--- config.mk ---
export PLATFORM = sky130hd
export DESIGN_NAME = insn_converter
export DESIGN_NICKNAME = d
export VERILOG_FILES = /design/src/rtl/insn_converter_pkg.sv /design/src/rtl/insn_converter_expand.sv /design/src/rtl/insn_converter.sv
export SDC_FILE = /design/constraint.sdc
export NUM_CORES = 1
export LEC_CHECK = 0
export BUFFER_PORTS_ARGS = -buffer_cell sky130_fd_sc_hd__buf_2
export CAP_MARGIN = 20
export CORE_MARGIN = 1.5
export CORE_UTILIZATION = 54
export CTS_CLUSTER_SIZE = 40
export DETAILED_ROUTE_END_ITERATION = 8
export HOLD_SLACK_MARGIN = 0.05
export PLACE_DENSITY = 0.93
export SYNTH_ARGS = -nofsm -noshare
export SYNTH_HDL_FRONTEND = slang
export SYNTH_SLANG_ARGS = --single-unit
--- constraint.sdc ---
create_clock -name clk -period 2.63 [get_ports clk]
set_input_delay 0.526 -clock clk [delete_from_list [all_inputs] [get_ports clk]]
set_output_delay 0.526 -clock clk [all_outputs]
set_load 0.01 [all_outputs]
--- src/rtl/insn_converter_pkg.sv ---
// Shared opcode/XO constants, state encoding and opcode-mapping helpers for insn_converter.
// Build option: MULTIPLE_EN enables lmw/stmw expansion.
package insn_converter_pkg;

    localparam int unsigned IDX_W = 5;

    localparam logic [5:0] OP_ADDI = 6'd14;
    localparam logic [5:0] OP_X31  = 6'd31;
    localparam logic [5:0] OP_LWZ  = 6'd32;
    localparam logic [5:0] OP_LWZU = 6'd33;
    localparam logic [5:0] OP_LBZ  = 6'd34;
    localparam logic [5:0] OP_LBZU = 6'd35;
    localparam logic [5:0] OP_STW  = 6'd36;
    localparam logic [5:0] OP_STWU = 6'd37;
    localparam logic [5:0] OP_STB  = 6'd38;
    localparam logic [5:0] OP_STBU = 6'd39;
    localparam logic [5:0] OP_LHZ  = 6'd40;
    localparam logic [5:0] OP_LHZU = 6'd41;
    localparam logic [5:0] OP_LHA  = 6'd42;
    localparam logic [5:0] OP_LHAU = 6'd43;
    localparam logic [5:0] OP_STH  = 6'd44;
    localparam logic [5:0] OP_STHU = 6'd45;
    localparam logic [5:0] OP_LMW  = 6'd46;
    localparam logic [5:0] OP_STMW = 6'd47;

    localparam logic [9:0] XO_LWZX  = 10'd23;
    localparam logic [9:0] XO_LWZUX = 10'd55;
    localparam logic [9:0] XO_LBZX  = 10'd87;
    localparam logic [9:0] XO_LBZUX = 10'd119;
    localparam logic [9:0] XO_STWX  = 10'd151;
    localparam logic [9:0] XO_STWUX = 10'd183;
    localparam logic [9:0] XO_STBX  = 10'd215;
    localparam logic [9:0] XO_STBUX = 10'd247;
    localparam logic [9:0] XO_LHZX  = 10'd279;
    localparam logic [9:0] XO_LHZUX = 10'd311;
    localparam logic [9:0] XO_LHAX  = 10'd343;
    localparam logic [9:0] XO_LHAUX = 10'd375;
    localparam logic [9:0] XO_STHX  = 10'd407;
    localparam logic [9:0] XO_STHUX = 10'd439;

    localparam logic [31:0] ADD_BASE = 32'h7C00_0214;

    typedef enum logic {
        ST_IDLE = 1'b0,
        ST_SEQ  = 1'b1
    } state_t;

    // D-form update opcode -> plain opcode; returns 6'd0 when op is not an update form
    function automatic logic [5:0] d_plain_op(input logic [5:0] op);
        case (op)
            OP_LWZU: d_plain_op = OP_LWZ;
            OP_LBZU: d_plain_op = OP_LBZ;
            OP_LHZU: d_plain_op = OP_LHZ;
            OP_LHAU: d_plain_op = OP_LHA;
            OP_STWU: d_plain_op = OP_STW;
            OP_STBU: d_plain_op = OP_STB;
            OP_STHU: d_plain_op = OP_STH;
            default: d_plain_op = 6'd0;
        endcase
    endfunction

    // X-form update XO -> indexed XO; returns 10'd0 when xo is not an update form
    function automatic logic [9:0] x_plain_xo(input logic [9:0] xo);
        case (xo)
            XO_LWZUX: x_plain_xo = XO_LWZX;
            XO_LBZUX: x_plain_xo = XO_LBZX;
            XO_LHZUX: x_plain_xo = XO_LHZX;
            XO_LHAUX: x_plain_xo = XO_LHAX;
            XO_STWUX: x_plain_xo = XO_STWX;
            XO_STBUX: x_plain_xo = XO_STBX;
            XO_STHUX: x_plain_xo = XO_STHX;
            default:  x_plain_xo = 10'd0;
        endcase
    endfunction

endpackage

--- src/rtl/insn_converter_expand.sv ---
// Combinational micro-op generator: builds micro-op[idx] of an instruction and flags the last one.
// Build option: MULTIPLE_EN enables lmw/stmw expansion.
module insn_expand
    import insn_converter_pkg::*;
(
    input  logic [31:0]      insn,
    input  logic [IDX_W-1:0] idx,
    output logic [31:0]      uop,
    output logic             conv,
    output logic             last
);

    logic [5:0] op_s;
    logic [4:0] rd_s;
    logic [4:0] ra_s;
    logic [4:0] rb_s;
    logic [9:0] xo_s;
    logic [5:0] d_op_s;
    logic [9:0] x_xo_s;
    logic [4:0] m_reg_s;
    logic [15:0] m_disp_s;

    assign op_s     = insn[31:26];
    assign rd_s     = insn[25:21];
    assign ra_s     = insn[20:16];
    assign rb_s     = insn[15:11];
    assign xo_s     = insn[10:1];
    assign d_op_s   = d_plain_op(op_s);
    assign x_xo_s   = x_plain_xo(xo_s);
    assign m_reg_s  = rd_s + idx;
    assign m_disp_s = insn[15:0] + {9'd0, idx, 2'b00};

    // Select micro-op by instruction class; unrecognised encodings pass through as a single op
    always_comb begin
        uop  = insn;
        conv = 1'b0;
        last = 1'b1;
        if (d_op_s != 6'd0) begin
            conv = 1'b1;
            if (idx == {IDX_W{1'b0}}) begin
                uop  = {d_op_s, insn[25:0]};
                last = 1'b0;
            end else begin
                uop  = {OP_ADDI, ra_s, ra_s, insn[15:0]};
                last = 1'b1;
            end
        end else if ((op_s == OP_X31) && (x_xo_s != 10'd0)) begin
            conv = 1'b1;
            if (idx == {IDX_W{1'b0}}) begin
                uop  = {insn[31:11], x_xo_s, insn[0]};
                last = 1'b0;
            end else begin
                uop  = ADD_BASE | {6'd0, ra_s, 21'd0} | {11'd0, ra_s, 16'd0} | {16'd0, rb_s, 11'd0};
                last = 1'b1;
            end
`ifdef MULTIPLE_EN
        end else if ((op_s == OP_LMW) || (op_s == OP_STMW)) begin
            conv = 1'b1;
            uop  = {(op_s == OP_LMW) ? OP_LWZ : OP_STW, m_reg_s, ra_s, m_disp_s};
            last = (m_reg_s == 5'd31);
`endif
        end else begin
            uop  = insn;
            conv = 1'b0;
            last = 1'b1;
        end
    end

`ifndef MULTIPLE_EN
    logic unused_s;
    assign unused_s = ^{m_reg_s, m_disp_s};
`endif

endmodule

--- src/rtl/insn_converter.sv ---
// Splits PowerPC update-form (and, with MULTIPLE_EN, lmw/stmw) loads/stores into plain micro-ops.
// Build option: MULTIPLE_EN enables lmw/stmw expansion.
module insn_converter
    import insn_converter_pkg::*;
(
    input  logic        clk,
    input  logic        rst_n,
    input  logic [31:0] PC,
    input  logic [31:0] din,
    output logic        ext_stall,
    output logic [31:0] dout
);

    state_t           state_r;
    state_t           state_nxt_s;
    logic [IDX_W-1:0] idx_r;
    logic [IDX_W-1:0] idx_nxt_s;
    logic [31:0]      insn_r;
    logic [31:0]      insn_nxt_s;
    logic [31:0]      pc_r;
    logic [31:0]      pc_nxt_s;

    logic             run_seq_s;
    logic [31:0]      exp_insn_s;
    logic [IDX_W-1:0] exp_idx_s;
    logic [31:0]      uop_s;
    logic             conv_s;
    logic             last_s;

    // A PC change while sequencing is a redirect: drop the sequence and decode din afresh
    assign run_seq_s  = (state_r == ST_SEQ) && (PC == pc_r);
    assign exp_insn_s = run_seq_s ? insn_r : din;
    assign exp_idx_s  = run_seq_s ? idx_r : {IDX_W{1'b0}};

    insn_expand u_expand (
        .insn (exp_insn_s),
        .idx  (exp_idx_s),
        .uop  (uop_s),
        .conv (conv_s),
        .last (last_s)
    );

    assign dout      = uop_s;
    assign ext_stall = rst_n & conv_s & ~last_s;

    // Next-state and latch-update logic
    always_comb begin
        state_nxt_s = state_r;
        idx_nxt_s   = idx_r;
        insn_nxt_s  = insn_r;
        pc_nxt_s    = pc_r;
        if (run_seq_s) begin
            if (last_s) begin
                state_nxt_s = ST_IDLE;
                idx_nxt_s   = {IDX_W{1'b0}};
            end else begin
                state_nxt_s = ST_SEQ;
                idx_nxt_s   = idx_r + {{(IDX_W-1){1'b0}}, 1'b1};
            end
        end else if (conv_s && !last_s) begin
            state_nxt_s = ST_SEQ;
            idx_nxt_s   = {{(IDX_W-1){1'b0}}, 1'b1};
            insn_nxt_s  = din;
            pc_nxt_s    = PC;
        end else begin
            state_nxt_s = ST_IDLE;
            idx_nxt_s   = {IDX_W{1'b0}};
        end
    end

    // State and latched-instruction registers
    always_ff @(posedge clk or negedge rst_n) begin
        if (!rst_n) begin
            state_r <= ST_IDLE;
            idx_r   <= {IDX_W{1'b0}};
            insn_r  <= 32'd0;
            pc_r    <= 32'd0;
        end else begin
            state_r <= state_nxt_s;
            idx_r   <= idx_nxt_s;
            insn_r  <= insn_nxt_s;
            pc_r    <= pc_nxt_s;
        end
    end

endmodule

==> flow_metrics.py <==
metrics = {
    "run": {
        "maxCapViolations": 0,
    },
    "floorplanning": {
        "die_h_um": 88.6,
        "placementRows": 31,
        "core-area_mm2": 0.00718,
        "ios": 99,
        "initial_core_util": 0.552,
        "dieArea_mm2": 0.00785,
        "die_w_um": 88.6,
    },
    "yosys": {
        "ys_dominant_reg_cell": "dfrtp_1",
        "synth_top_family_by_area": "multiplexers",
        "syn-mean-instance-area_um2": 12.7,
        "synth_fa_ha_area_frac": 0.00316,
        "yosysMostFrequentCell": "dfrtp_1",
        "synth_xor_area_frac": 0.0730,
        "synth_common_cells": "dfrtp_1 (70), mux2_4 (57), xnor2_1 (30)",
        "synth-compound-area-share": 0.0525,
        "synth-simple-area-share": 0.108,
        "syn_inst": 312,
        "synth_top_area_frac": 0.443,
        "synth_cell_types": 39,
        "synth_seq_cells": 70,
        "ys_seq_area_frac": 0.443,
        "synthMuxAreaShare": 0.274,
        "synth_edf_count": 0,
        "synth_area_leaders": "dfrtp_1 (44%), mux2_4 (22%), xnor2_1 (6.6%)",
        "synth_largest_area_cell": "dfrtp_1",
        "yosysWarnings": 0,
        "ys_async_sr_fraction": 1.00,
        "synth_area_mm2": 0.00396,
    },
    "setup_path": {
        "crit_type": "reg -> out",
        "start_kind": "flip-flop",
        "r2r_slack_ps": 300,
        "r2r_cells": 10,
        "startpoint": "pc_r[18]$_DFFE_PN0P_",
        "rr_startpoint": "pc_r[19]$_DFFE_PN0P_",
        "reg2reg_to": "insn_r[21]$_DFFE_PN0P_",
        "crit_path_end_kind": "output port",
        "required_ps": 2100,
        "cp_data_arrival_time_ps": 2350,
        "critPathMaxFanout": 18,
        "endpoint": "dout[9]",
    },
    "sta": {
        "skew_ps": 11.9,
        "hold_ws_ps": 430,
        "setup_ws_ps": -251,
        "period_share": 1.10,
        "fmax_ghz": 0.347,
        "maxSlewHeadroom": 0.415,
        "drv_slew": 0,
        "hold_violations": 0,
        "tns_ps": -5500,
        "period_minus_slack_ps": 2880,
        "rsz0062_at_grt": "yes",
        "setup_viol": 29,
        "worst-slew-pin-transition_ps": 878,
    },
    "cts": {
        "cts_tree": "built",
        "numCtsBuffers": 9,
        "clk_pin_slew_ps": 80,
        "clk_latency_ps": 340,
        "cts_sinks": 70,
        "htreeDepth": 3,
        "cts-root-buf": "clkbuf_8",
        "clock_path_buffers": 2,
    },
    "status": {
        "status": "complete, but fails checks",
        "violations": "setup timing",
    },
    "place": {
        "portBuffers": 98,
        "post-place-ws_ps": -169,
        "hpwl_mm": 6.60,
        "place.gp.congestion": 0.887,
    },
    "pwr": {
        "switching_power_mw": 0.965,
        "p_clk_frac": 0.245,
        "p_sw_frac": 0.300,
        "powerDensity_mw_per_mm2": 599,
        "p_int_mw": 2.25,
        "seqPwrFrac": 0.455,
        "ir_worst_vdd_mv": 0.365,
        "p_leak_nw": 2.50,
        "comb_power_share": 0.301,
    },
    "global_routing": {
        "grt_first_pass_wirelength_mm": 16.5,
        "antenna_found_initial": 0,
        "grtUsageTotal": 0.280,
        "grt_pass1_vias": 3308,
        "grt_max_degree": 71,
        "grt_remaining_overflow": 0,
    },
    "route": {
        "dr.pass1.iters": 4,
        "first_iter_violations": 228,
        "wl_mm": 11.3,
        "ant_nets": 0,
        "drc_errors": 0,
        "vias": 3218,
        "vias_per_cell": 5.76,
        "wl_per_cell_um": 20.2,
    },
    "finish": {
        "antenna_cells": 0,
        "drive_gt1_frac": 0.591,
        "n_fill_cell": 413,
        "fin_nets": 523,
        "final_util": 0.747,
        "synthToLayoutAreaGrowth_pct": 35.5,
    },
    "hold_path": {
        "hold_path.class": "in -> reg",
    },
}
==> sequential cells by signal, summed over array words and instances (netlist names) <==
| register | cells |
|---|---|
| state_r | 1 |
| insn_r | 32 |
| pc_r | 32 |
| idx_r | 5 |
==> stage by stage <==
step	cells	power, mW	cell area [µm²]
after floorplan	313	1.95	3960
after global placement	530	2.19	4720
after detailed placement	530	2.24	4720
after CTS	556	3.14	5250
after global routing	559	3.35	5360
final	559	3.21	5360
==> per-layer routing <==
metal / track usage / wire length (µm) / vias up
met2: 0.492 / 5750 / 176
met1: 0.341 / 4300 / 1589
met5: 0 / 0 / -
li1: - / - / 1397
met4: 0.126 / 566 / 0
met3: 0.0429 / 657 / 56
==> layout make-up <==
type,count,area [µm²],share of cell area
inverter,5,18.8,0.00350
multi-input combinational,226,2270,0.424
timing repair buffer,144,1020,0.190
tap,99,124,0.0231
sequential,70,1750,0.327
clock buffer,12,155,0.0289
clock inverter,3,20.0,0.00373
==> kinds of logic after synthesis <==
group                      after synthesis
xor gates and xnor gates                33
and+or+nand+nor                         77
AOI/OAI and AO/OA                       35
muxes                                   78
other                                    1
buffers and inverters                   17
DFF                                     70
adders and majority gates                1
==> worst min-delay path by stage <==
stage                                   to  slack (ps)              startpoint  cells past startpoint
finish              insn_r[20]$_DFFE_PN0P_         430                 din[20]                      2
global route        insn_r[18]$_DFFE_PN0P_         430                 din[18]                      2
global placement    insn_r[13]$_DFFE_PN0P_         490  insn_r[13]$_DFFE_PN0P_                      1
CTS                 insn_r[11]$_DFFE_PN0P_         420                 din[11]                      2
detailed placement  insn_r[13]$_DFFE_PN0P_         490  insn_r[13]$_DFFE_PN0P_                      1
floorplan               idx_r[0]$_DFF_PN0_         230                   rst_n                      0
==> power by group through the flow <==
stage                     combinational (mW)  clock (mW)  sequential [mW]
after CTS                              0.911       0.789             1.44
after global routing                    1.03       0.841             1.48
after detailed placement               0.795           0             1.44
after floorplan                        0.551           0             1.40
after global placement                 0.764           0             1.43
final                                  0.966       0.786             1.46
==> worst max-delay path: stages, from the launching register on <==
cell       delay (ps)
dfrtp_1           430
xnor2_2           210
nand4_1           190
a2111oi_4         250
nand4_1           160
buf_6             170
buf_12            150
nor2b_1           140
a21oi_1           140
buf_2             160
==> what timing repair did <==
item,in CTS,in global routing
gates resized for setup,61,26
endpoints found under the setup margin,33,33
pin swaps,13,10
hold buffers,0,0
setup buffers,11,3
==> cells in the final DEF, fill, tap and decap left out, types with 3 or more instances in the layout <==
cell type and count:
nor4_2 3, nor2_1 5, nand4b_1 4, o21ai_0 5, dfrtp_1 70, buf_2 81, buf_6 21, inv_1 5
clkbuf_8 11, a22o_1 4, buf_12 5, mux2_2 15, nand2_2 4, o21ai_2 5, nor2b_1 7, mux2_4 58
mux2i_1 4, nand4_1 10, nand3_1 8, xnor2_2 8, xor2_1 3, nand2_1 18, buf_4 37, o21ai_1 9
xnor2_1 22
No activity file was read; power rests on OpenSTA's default activity.
